### src/rtl/cla_pkg.sv
// Shared definitions for the sequential carry-lookahead adder: FSM states,
// slice width and slice-count helper.
package cla_pkg;

    typedef enum logic [1:0] {
        IDLE = 2'd0,
        RUN  = 2'd1,
        DONE = 2'd2
    } state_t;

    localparam int unsigned CLA_SLICE = 4;

    function automatic int unsigned nslice(input int unsigned width);
        return width / CLA_SLICE;
    endfunction

endpackage

### src/rtl/cla4_slice.sv
// Combinational 4-bit carry-lookahead adder slice built from generate/propagate terms.
module cla4_slice (
    input  logic [3:0] a,
    input  logic [3:0] b,
    input  logic       ci,
    output logic [3:0] s,
    output logic       c3,
    output logic       co
);

    logic [3:0] g;
    logic [3:0] p;
    logic [3:0] c;

    assign g = a & b;
    assign p = a ^ b;

    // Every carry is a flat sum of products of g/p, no ripple between bits.
    assign c[0] = ci;
    assign c[1] = g[0] | (p[0] & ci);
    assign c[2] = g[1] | (p[1] & g[0]) | (p[1] & p[0] & ci);
    assign c[3] = g[2] | (p[2] & g[1]) | (p[2] & p[1] & g[0])
                | (p[2] & p[1] & p[0] & ci);
    assign co   = g[3] | (p[3] & g[2]) | (p[3] & p[2] & g[1])
                | (p[3] & p[2] & p[1] & g[0]) | (p[3] & p[2] & p[1] & p[0] & ci);

    assign s  = p ^ c;
    assign c3 = c[3];

endmodule

### src/rtl/cla_seq_adder.sv
// Multi-cycle adder: one shared 4-bit CLA slice, one slice per clock, LSB first,
// with the inter-slice carry held in a register and a start/done handshake.
module cla_seq_adder
    import cla_pkg::*;
#(
    parameter int unsigned WIDTH = 32,
    parameter int unsigned SLICE = CLA_SLICE
) (
    input  logic             clk,
    input  logic             reset_n,
    input  logic             start,
    input  logic [WIDTH-1:0] a,
    input  logic [WIDTH-1:0] b,
    input  logic             ci,
    output logic             busy,
    output logic             done,
    output logic [WIDTH-1:0] s,
    output logic             co,
    output logic             ovf
);

    localparam int unsigned NSLICE = nslice(WIDTH);
    localparam int unsigned CW     = (NSLICE > 1) ? $clog2(NSLICE) : 1;

    if ((WIDTH % SLICE) != 0) begin : g_width_check
        $error("cla_seq_adder: WIDTH must be a multiple of SLICE");
    end
    if (SLICE != CLA_SLICE) begin : g_slice_check
        $error("cla_seq_adder: SLICE is fixed by the CLA slice");
    end

    state_t           state;
    logic [CW-1:0]    cnt;
    logic [WIDTH-1:0] a_r;
    logic [WIDTH-1:0] b_r;
    logic             carry_r;

    logic [SLICE-1:0] slice_a;
    logic [SLICE-1:0] slice_b;
    logic [SLICE-1:0] slice_s;
    logic             slice_c3;
    logic             slice_co;
    logic             accept;

    // Slice-select mux feeding the shared CLA slice.
    assign slice_a = a_r[cnt*SLICE +: SLICE];
    assign slice_b = b_r[cnt*SLICE +: SLICE];
    assign accept  = start && (state == IDLE || state == DONE);

    cla4_slice u_slice (
        .a  (slice_a),
        .b  (slice_b),
        .ci (carry_r),
        .s  (slice_s),
        .c3 (slice_c3),
        .co (slice_co)
    );

    always_ff @(posedge clk or negedge reset_n) begin
        if (!reset_n) begin
            state   <= IDLE;
            cnt     <= '0;
            a_r     <= '0;
            b_r     <= '0;
            carry_r <= 1'b0;
            s       <= '0;
            co      <= 1'b0;
            ovf     <= 1'b0;
            busy    <= 1'b0;
            done    <= 1'b0;
        end else begin
            done <= 1'b0;
            case (state)
                IDLE, DONE: begin
                    if (accept) begin
                        a_r     <= a;
                        b_r     <= b;
                        carry_r <= ci;
                        cnt     <= '0;
                        s       <= '0;
                        busy    <= 1'b1;
                        state   <= RUN;
                    end else begin
                        state <= IDLE;
                    end
                end
                RUN: begin
                    s[cnt*SLICE +: SLICE] <= slice_s;
                    carry_r               <= slice_co;
                    if (cnt == CW'(NSLICE - 1)) begin
                        co    <= slice_co;
                        ovf   <= slice_c3 ^ slice_co;
                        busy  <= 1'b0;
                        done  <= 1'b1;
                        state <= DONE;
                    end else begin
                        cnt <= cnt + CW'(1);
                    end
                end
                default: begin
                    busy  <= 1'b0;
                    state <= IDLE;
                end
            endcase
        end
    end

endmodule
### config.mk
export PLATFORM = sky130hd
export DESIGN_NAME = cla_seq_adder
export DESIGN_NICKNAME = d
export VERILOG_FILES = /design/src/rtl/cla_pkg.sv /design/src/rtl/cla4_slice.sv /design/src/rtl/cla_seq_adder.sv
export SDC_FILE = /design/constraint.sdc
export NUM_CORES = 1
export LEC_CHECK = 0
export BUFFER_PORTS_ARGS = -buffer_cell sky130_fd_sc_hd__buf_2
export CAP_MARGIN = 20
export CORE_MARGIN = 3
export CORE_UTILIZATION = 54
export CTS_CLUSTER_DIAMETER = 150
export DETAILED_ROUTE_END_ITERATION = 16
export PLACE_DENSITY = 0.79
export SKIP_LAST_GASP = 1
export SYNTH_ARGS = -nofsm -noshare
export SYNTH_HDL_FRONTEND = slang
export SYNTH_SLANG_ARGS = --single-unit
### constraint.sdc
create_clock -name clk -period 3.75 [get_ports clk]
set_input_delay 0.9375 -clock clk [delete_from_list [all_inputs] [get_ports clk]]
set_output_delay 0.9375 -clock clk [all_outputs]
set_load 0.005 [all_outputs]
==> metrics.md, run 1 <==
| Metric | Value |
|---|---|
| Outcome | finished, final reports clean |
| Vias per cell | 5.546 |
| GRT Overall Usage | 22.41% |
| Slew HR | 40.58% |
| Die area | 0.01016 mm2 |
| Crit end category | flip-flop |
| CTS Sinks | 106 |
| P&R area growth vs syn | 15.47% |
| Final setup TNS | 0 ns |
| Clock Power Share | 12.4% |
| Cells taking the most area after synthesis | dfrtp_1 55%, nand2_1 17%, mux4_2 7.4% |
| Final #Nets | 661 |
| Via count | 3827 |
| First-pass GRT wire length | 18.06 mm |
| Syn nets | 566 |
| Cts bufs inserted | 9 |
| Sequential share of power | 39.3% |
| Clock tree buffer depth | 2 |
| RSZ-0062 raised after global routing | false |
| Syn Inst Count | 485 |
| Pwr Density | 923.6 mW/mm2 |
| # setup viols final | 0 |
| Slew @ Worst Pin | 0.8914 ns |
| CTS Hold Bufs | 0 |
| Library cells used by synthesis | 40 |
| Drt drc | 0 |
| Antenna violations before repair | 0 |
| Yosys warnings | 0 |
| Input/output buffers | 103 |
| Clock slew at reported path FFs | 0.10 ns |
| Worst R2R Path Depth | 8 |
| Pin count of the biggest net entering global routing | 59 |
| GRT overflow | 0 |
| Final worst slack | 0.5689 ns |
| Mapped Area | 0.004853 mm2 |
| DP Worst Slack | 0.4938 ns |
| Crit path DAT | 3.49 ns |
| Cell Rows | 33 |
| Synth Register Bits | 106 |
| Core region area | 0.008464 mm2 |
| Max_cap viols | 0 |
| Crit path launch type | flip-flop |
| Vert. Die Dim | 100.8 um |
| Synthesized area per cell | 10.01 um2 |
| Pins Over Slew Limit | 0 |
| Period utilisation layout | 84.83% |
| Switch share | 42.79% |
| Sw Pwr | 2.215 mW |
| R2R Path Start | cnt[0] |
| Min Tclk post-route | 3.181 ns |
| Crit-path max FO | 16 |
| Reg2reg end | s[14] |
| Initial Util | 57.34% |
| Crit path to | s[14] |
| TritonCTS clock tree | built |
| First DRT Iteration DRCs | 243 |
| Routed WL | 10.75 mm |
| Fraction of layout cells with a size suffix above 1 | 26.15% |
| Post-CTS sizing | 0 |
| Root Driver | clkbuf_8 |
| # H-tree levels | 3 |
| Clock latency on the worst-skew pair | 0.36 ns |
| Chip width | 100.8 um |
| Count leader, synth | nand2_1 |
| CP required | 4.05 ns |
| Vias in the first global route | 3740 |
| Fmax | 314.4 MHz |
| Gpl congestion | 0.8194 |
| Routed Antenna Nets | 0 |
| Synth Flop Type | dfrtp_1 |
| Post-CTS Setup Bufs | 0 |
| Worst setup startpoint | cnt[0] |
| DR WL/cell | 15.57 um |
| Maximum VDD drop | 0.4893 mV |
| Hold_ws | 0.4841 ns |
| Worst hold-check path type | reg -> reg |
| Post-synth EDFFs | 0 |
| Internal | 2.961 mW |
| Synth top area share | 54.65% |
| Fin Clk Skew | 0.009053 ns |
| Hold Violations, Final | 0 |
| IO Pins | 104 |
| CP Class | reg -> reg |
| Cell accounting for the most synthesized area | dfrtp_1 |
| Comb pwr share | 48.3% |
| Post-synth ARST share | 100.0% |
| Leak Pwr | 3.017 nW |
| Diodes inserted | 0 |
| Synth top cells by count | 218 x nand2_1, 106 x dfrtp_1, 24 x a22o_1, 16 x mux4_2, 12 x ha_1 |
| Reg2reg setup slack | 0.57 ns |
| Detail Placement HPWL | 7.892 mm |
| Sequential cell area fraction in the yosys report | 54.65% |
| 1st-pass router iterations | 5 |
==> metrics by stage <==
step	cells	utilization [%]	instance area, um2	power [mW]
6_report	690	66.21	5604	5.176
5_1_grt	690	66.21	5604	5.597
4_1_cts	690	66.21	5604	5.205
3_5_place_dp	674	64.18	5433	4.566
3_3_place_gp	674	64.18	5433	4.456
2_1_floorplan	485	-	4853	3.767
==> state kept, by name (all words and copies together), names as in the netlist <==
| register | count |
|---|---|
| a_r | 32 |
| cnt | 3 |
| done | 1 |
| b_r | 32 |
| co | 1 |
| carry_r | 1 |
| ovf | 1 |
| state | 2 |
| busy | 1 |
| s | 32 |
==> worst max-delay path, cell delays in order (launching register included) <==
cell	delay, ns
dfrtp_1	0.94
mux4_2	0.60
nand2_1	0.08
nand2_1	0.13
ha_1	0.33
a21o_1	0.16
a21oi_1	0.27
xnor2_1	0.36
a22o_1	0.23
==> worst min path at each step <==
stage / from / to / slack (ns) / depth (start not counted)
finish: b_r[0] / b_r[0] / 0.48 / 2
global route: a_r[24] / a_r[24] / 0.51 / 2
CTS: a_r[17] / a_r[17] / 0.48 / 2
detailed placement: a_r[17] / a_r[17] / 0.46 / 2
global placement: a_r[23] / a_r[23] / 0.46 / 2
floorplan: a_r[10] / a_r[10] / 0.44 / 2
==> cell type report <==
class                           instances  area, um2
Fill cell                             649       2860
Multi-Input combinational cell        349       2071
Clock buffer                           12      145.1
Tap cell                              105      131.4
Clock inverter                          4      26.28
Timing Repair Buffer                  108      555.5
Inverter                                6      22.52
Sequential cell                       106       2653
==> logic make-up (layout without fill, tap and decap cells) <==
family	after synthesis	after routing	share of synthesized area [%]
DFF	106	106	54.65
AOI/OAI and AO/OA	53	53	7.837
adders and majority gates	13	13	3.506
muxes	17	17	7.657
and+or+nand+nor	260	260	22.38
xor gates and xnor gates	6	6	1.083
buffers and inverters	30	130	2.887
==> per-layer routing <==
| metal | track usage, % | part of all wire, % | vias up |
|---|---|---|---|
| met4 | 6.218 | 1.1 | 0 |
| met1 | 33.68 | 47 | 1885 |
| met3 | 2.837 | 5.1 | 14 |
| met5 | 0 | 0 | - |
| li1 | - | - | 1807 |
| met2 | 34.63 | 47 | 121 |
==> power groups by stage <==
stage          logic [mW]  clock network [mW]  registers [mW]
2_1_floorplan        1.88                   0            1.89
3_3_place_gp         2.41                   0            2.05
3_5_place_dp         2.51                   0            2.06
4_1_cts              2.52               0.646            2.04
5_1_grt              2.80               0.681            2.11
6_report             2.50               0.641            2.04
==> cells in the final DEF, fill, tap and decap left out, types with 5 or more instances in the layout <==
cell	count
inv_1	5
o21ai_0	9
nand2_1	218
dfrtp_1	106
mux4_2	16
ha_1	12
buf_2	102
clkbuf_8	10
a22o_1	24
a21oi_1	11
nor2_1	7
xnor2_1	5
buf_4	6
nand3_1	6
(Power assumes the default switching activity.)
==> run 2: changes to the inputs <==
--- a/config.mk
+++ b/config.mk
@@ -8,10 +8,10 @@
 export BUFFER_PORTS_ARGS = -buffer_cell sky130_fd_sc_hd__buf_2
 export CAP_MARGIN = 20
 export CORE_MARGIN = 3
-export CORE_UTILIZATION = 54
+export CORE_UTILIZATION = 49
 export CTS_CLUSTER_DIAMETER = 150
 export DETAILED_ROUTE_END_ITERATION = 16
-export PLACE_DENSITY = 0.79
+export PLACE_DENSITY = 0.76
 export SKIP_LAST_GASP = 1
 export SYNTH_ARGS = -nofsm -noshare
 export SYNTH_HDL_FRONTEND = slang
==> constraint.sdc (replaced) <==
create_clock -name clk -period 2.6 [get_ports clk]
set_input_delay 0.65 -clock clk [delete_from_list [all_inputs] [get_ports clk]]
set_output_delay 0.65 -clock clk [all_outputs]
set_load 0.005 [all_outputs]
==> run 2 against run 1 <==
The run now ends with negative setup slack left. Fmax grew 21%. Worst hold slack lost 0.22 ns. Combinational power grew 86%. Via count shrank 0.18%. Cell area grew 6.5%. Sequential share of layout area shrank 2.8 points. Worst setup slack lost 0.60 ns. First-iteration DRC count shrank 34%. Sequential power grew 39%. Final cell count grew 5.7%. Count of clock-buffer cells in the layout shrank 1. Clock power grew 73%.
==> metrics.md, run 2 (synthesized netlist as in run 1, its figures left out) <==
| Metric | Value |
|---|---|
| Gpl congestion | 0.8831 |
| DR WL/cell | 15.68 um |
| IO Pins | 104 |
| Final worst slack | -0.03412 ns |
| Reg2reg end | ovf |
| # setup viols final | 1 |
| Commonest non-fill, non-tap cells in the layout | 215 x nand2_1, 105 x dfrtp_1, 102 x buf_2 |
| First DRT Iteration DRCs | 161 |
| Antenna violations before repair | 0 |
| Outcome | finished with violations |
| Fraction of layout cells with a size suffix above 1 | 31.00% |
| Crit end category | flip-flop |
| Slew @ Worst Pin | 0.5454 ns |
| Vert. Die Dim | 105.5 um |
| Clock slew at reported path FFs | 0.09 ns |
| Chip width | 105.5 um |
| Vias in the first global route | 3847 |
| Core region area | 0.009415 mm2 |
| R2R Path Start | cnt[0] |
| Input/output buffers | 103 |
| GRT overflow | 0 |
| Worst hold-check path type | in -> async |
| # H-tree levels | 3 |
| Crit path DAT | 2.93 ns |
| Fmax | 379.6 MHz |
| Drt drc | 0 |
| Final Util | 63.36% |
| GRT Overall Usage | 21.01% |
| Cell Rows | 35 |
| Total power | 8.589 mW |
| 1st-pass router iterations | 4 |
| Crit path launch type | flip-flop |
| P&R area growth vs syn | 22.92% |
| Worst R2R Path Depth | 10 |
| Root Driver | clkbuf_8 |
| Initial Util | 51.55% |
| Failing checks | negative setup slack |
| Pins Over Slew Limit | 0 |
| First-pass GRT wire length | 18.82 mm |
| Routed Antenna Nets | 0 |
| Pin count of the biggest net entering global routing | 57 |
| TritonCTS clock tree | built |
| CP Class | reg -> reg |
| Leak Pwr | 3.154 nW |
| Cts bufs inserted | 9 |
| Finished Layout Cells | 729 |
| Vias per cell | 5.240 |
| Maximum VDD drop | 0.7698 mV |
| CTS Sinks | 106 |
| Largest registers in the final layout | a_r: 32 flops, b_r: 32 flops, s: 32 flops |
| CP required | 2.90 ns |
| Via count | 3820 |
| RSZ-0062 raised after global routing | true |
| Period utilisation layout | 101.3% |
| Max_cap viols | 0 |
| Crit path to | ovf |
| Placed insts | 711 |
| Most common cell after layout, fill and taps aside | nand2_1 |
| Hold Violations, Final | 0 |
| Crit-path max FO | 6 |
| Routed WL | 11.43 mm |
| Detail Placement HPWL | 8.303 mm |
| Min Tclk post-route | 2.634 ns |
| Clock latency on the worst-skew pair | 0.37 ns |
| Worst setup startpoint | cnt[0] |
| Pwr Density | 1440 mW/mm2 |
| Fill cells | 767 |
| Slew HR | 63.64% |
| Fin Clk Skew | 0.01206 ns |
| Die area | 0.01114 mm2 |
| Diodes inserted | 0 |
| Clock tree buffer depth | 2 |
| Reg2reg setup slack | -0.03 ns |
| Final #Nets | 677 |
==> run 2: cell count changes in the layout (fill, tap and decap cells not counted), moves of 3 or more <==
cell,delta
a21oi_2,+3
buf_12,+3
a21oi_1,-3
nand2_2,+3
nand2_1,-3
buf_4,+11
==> run 2: timing repair <==
item	CTS	global route
pin swaps	0	3
gates cloned	0	1
hold buffers	0	0
endpoints found under the setup margin	6	27
setup buffers	0	2
endpoints found under the hold margin	0	0
gates resized for setup	1	19
==> run 2: layer usage <==
metal  vias to the layer above  routed length (um)  global-route usage (%)
met2                       128                5629                   33.97
met4                         0                 160                   5.920
met3                        15                 684                   3.919
li1                       1832                   -                       -
met5                         -                   0                       0
met1                      1845                4960                   29.32
==> run 2: layout make-up <==
class | count | area, um2 | share of cell area [%]
Sequential cell | 106 | 2654 | 44.48
Inverter | 6 | 22.52 | 0.3775
Tap cell | 129 | 161.4 | 2.706
Clock inverter | 4 | 76.32 | 1.279
Clock buffer | 11 | 141.4 | 2.370
Multi-Input combinational cell | 349 | 2176 | 36.47
Timing Repair Buffer | 124 | 734.5 | 12.31
==> run 2: per-stage QoR <==
| step | setup TNS (ns) | setup slack (ns) | cell area [um2] | hold slack (ns) |
|---|---|---|---|---|
| 6_report | -0.03412 | -0.03412 | 5966 | 0.2618 |
| 5_1_grt | -0.5116 | -0.09889 | 5966 | 0.3076 |
| 4_1_cts | 0 | 0.02802 | 5823 | 0.2800 |
| 3_5_place_dp | -0.1641 | -0.03639 | 5598 | 0.4585 |
| 3_3_place_gp | 0 | 0.01954 | 5598 | 0.4576 |
| 2_1_floorplan | 0 | 0.05720 | 4856 | 0.3544 |
==> run 2: worst max-delay path, cell delays in order (launching register included) <==
cell	delay (ns)
dfrtp_2	0.42
buf_4	0.14
clkbuf_16	0.14
mux4_2	0.50
nand2_2	0.09
nand2_2	0.08
ha_4	0.30
a21oi_2	0.08
o21a_1	0.26
or3_4	0.37
a31oi_2	0.18
==> run 2: worst min path at each step <==
| stage | from | endpoint | slack (ns) |
|---|---|---|---|
| final | reset_n | s[17] | 0.26 |
| after global routing | reset_n | b_r[1] | 0.31 |
| after CTS | reset_n | s[0] | 0.28 |
| after detailed placement | b_r[12] | b_r[12] | 0.46 |
| after global placement | a_r[17] | a_r[17] | 0.46 |
| after floorplan | reset_n | a_r[0] | 0.35 |
==> run 2: report_power, final <==
| part | switching, mW | total [mW] | leakage [nW] | internal (mW) |
|---|---|---|---|---|
| combinational | 2.52 | 4.66 | 1.69 | 2.14 |
| sequential | 0.454 | 2.83 | 1.36 | 2.37 |
| clock | 0.539 | 1.11 | 0.106 | 0.566 |
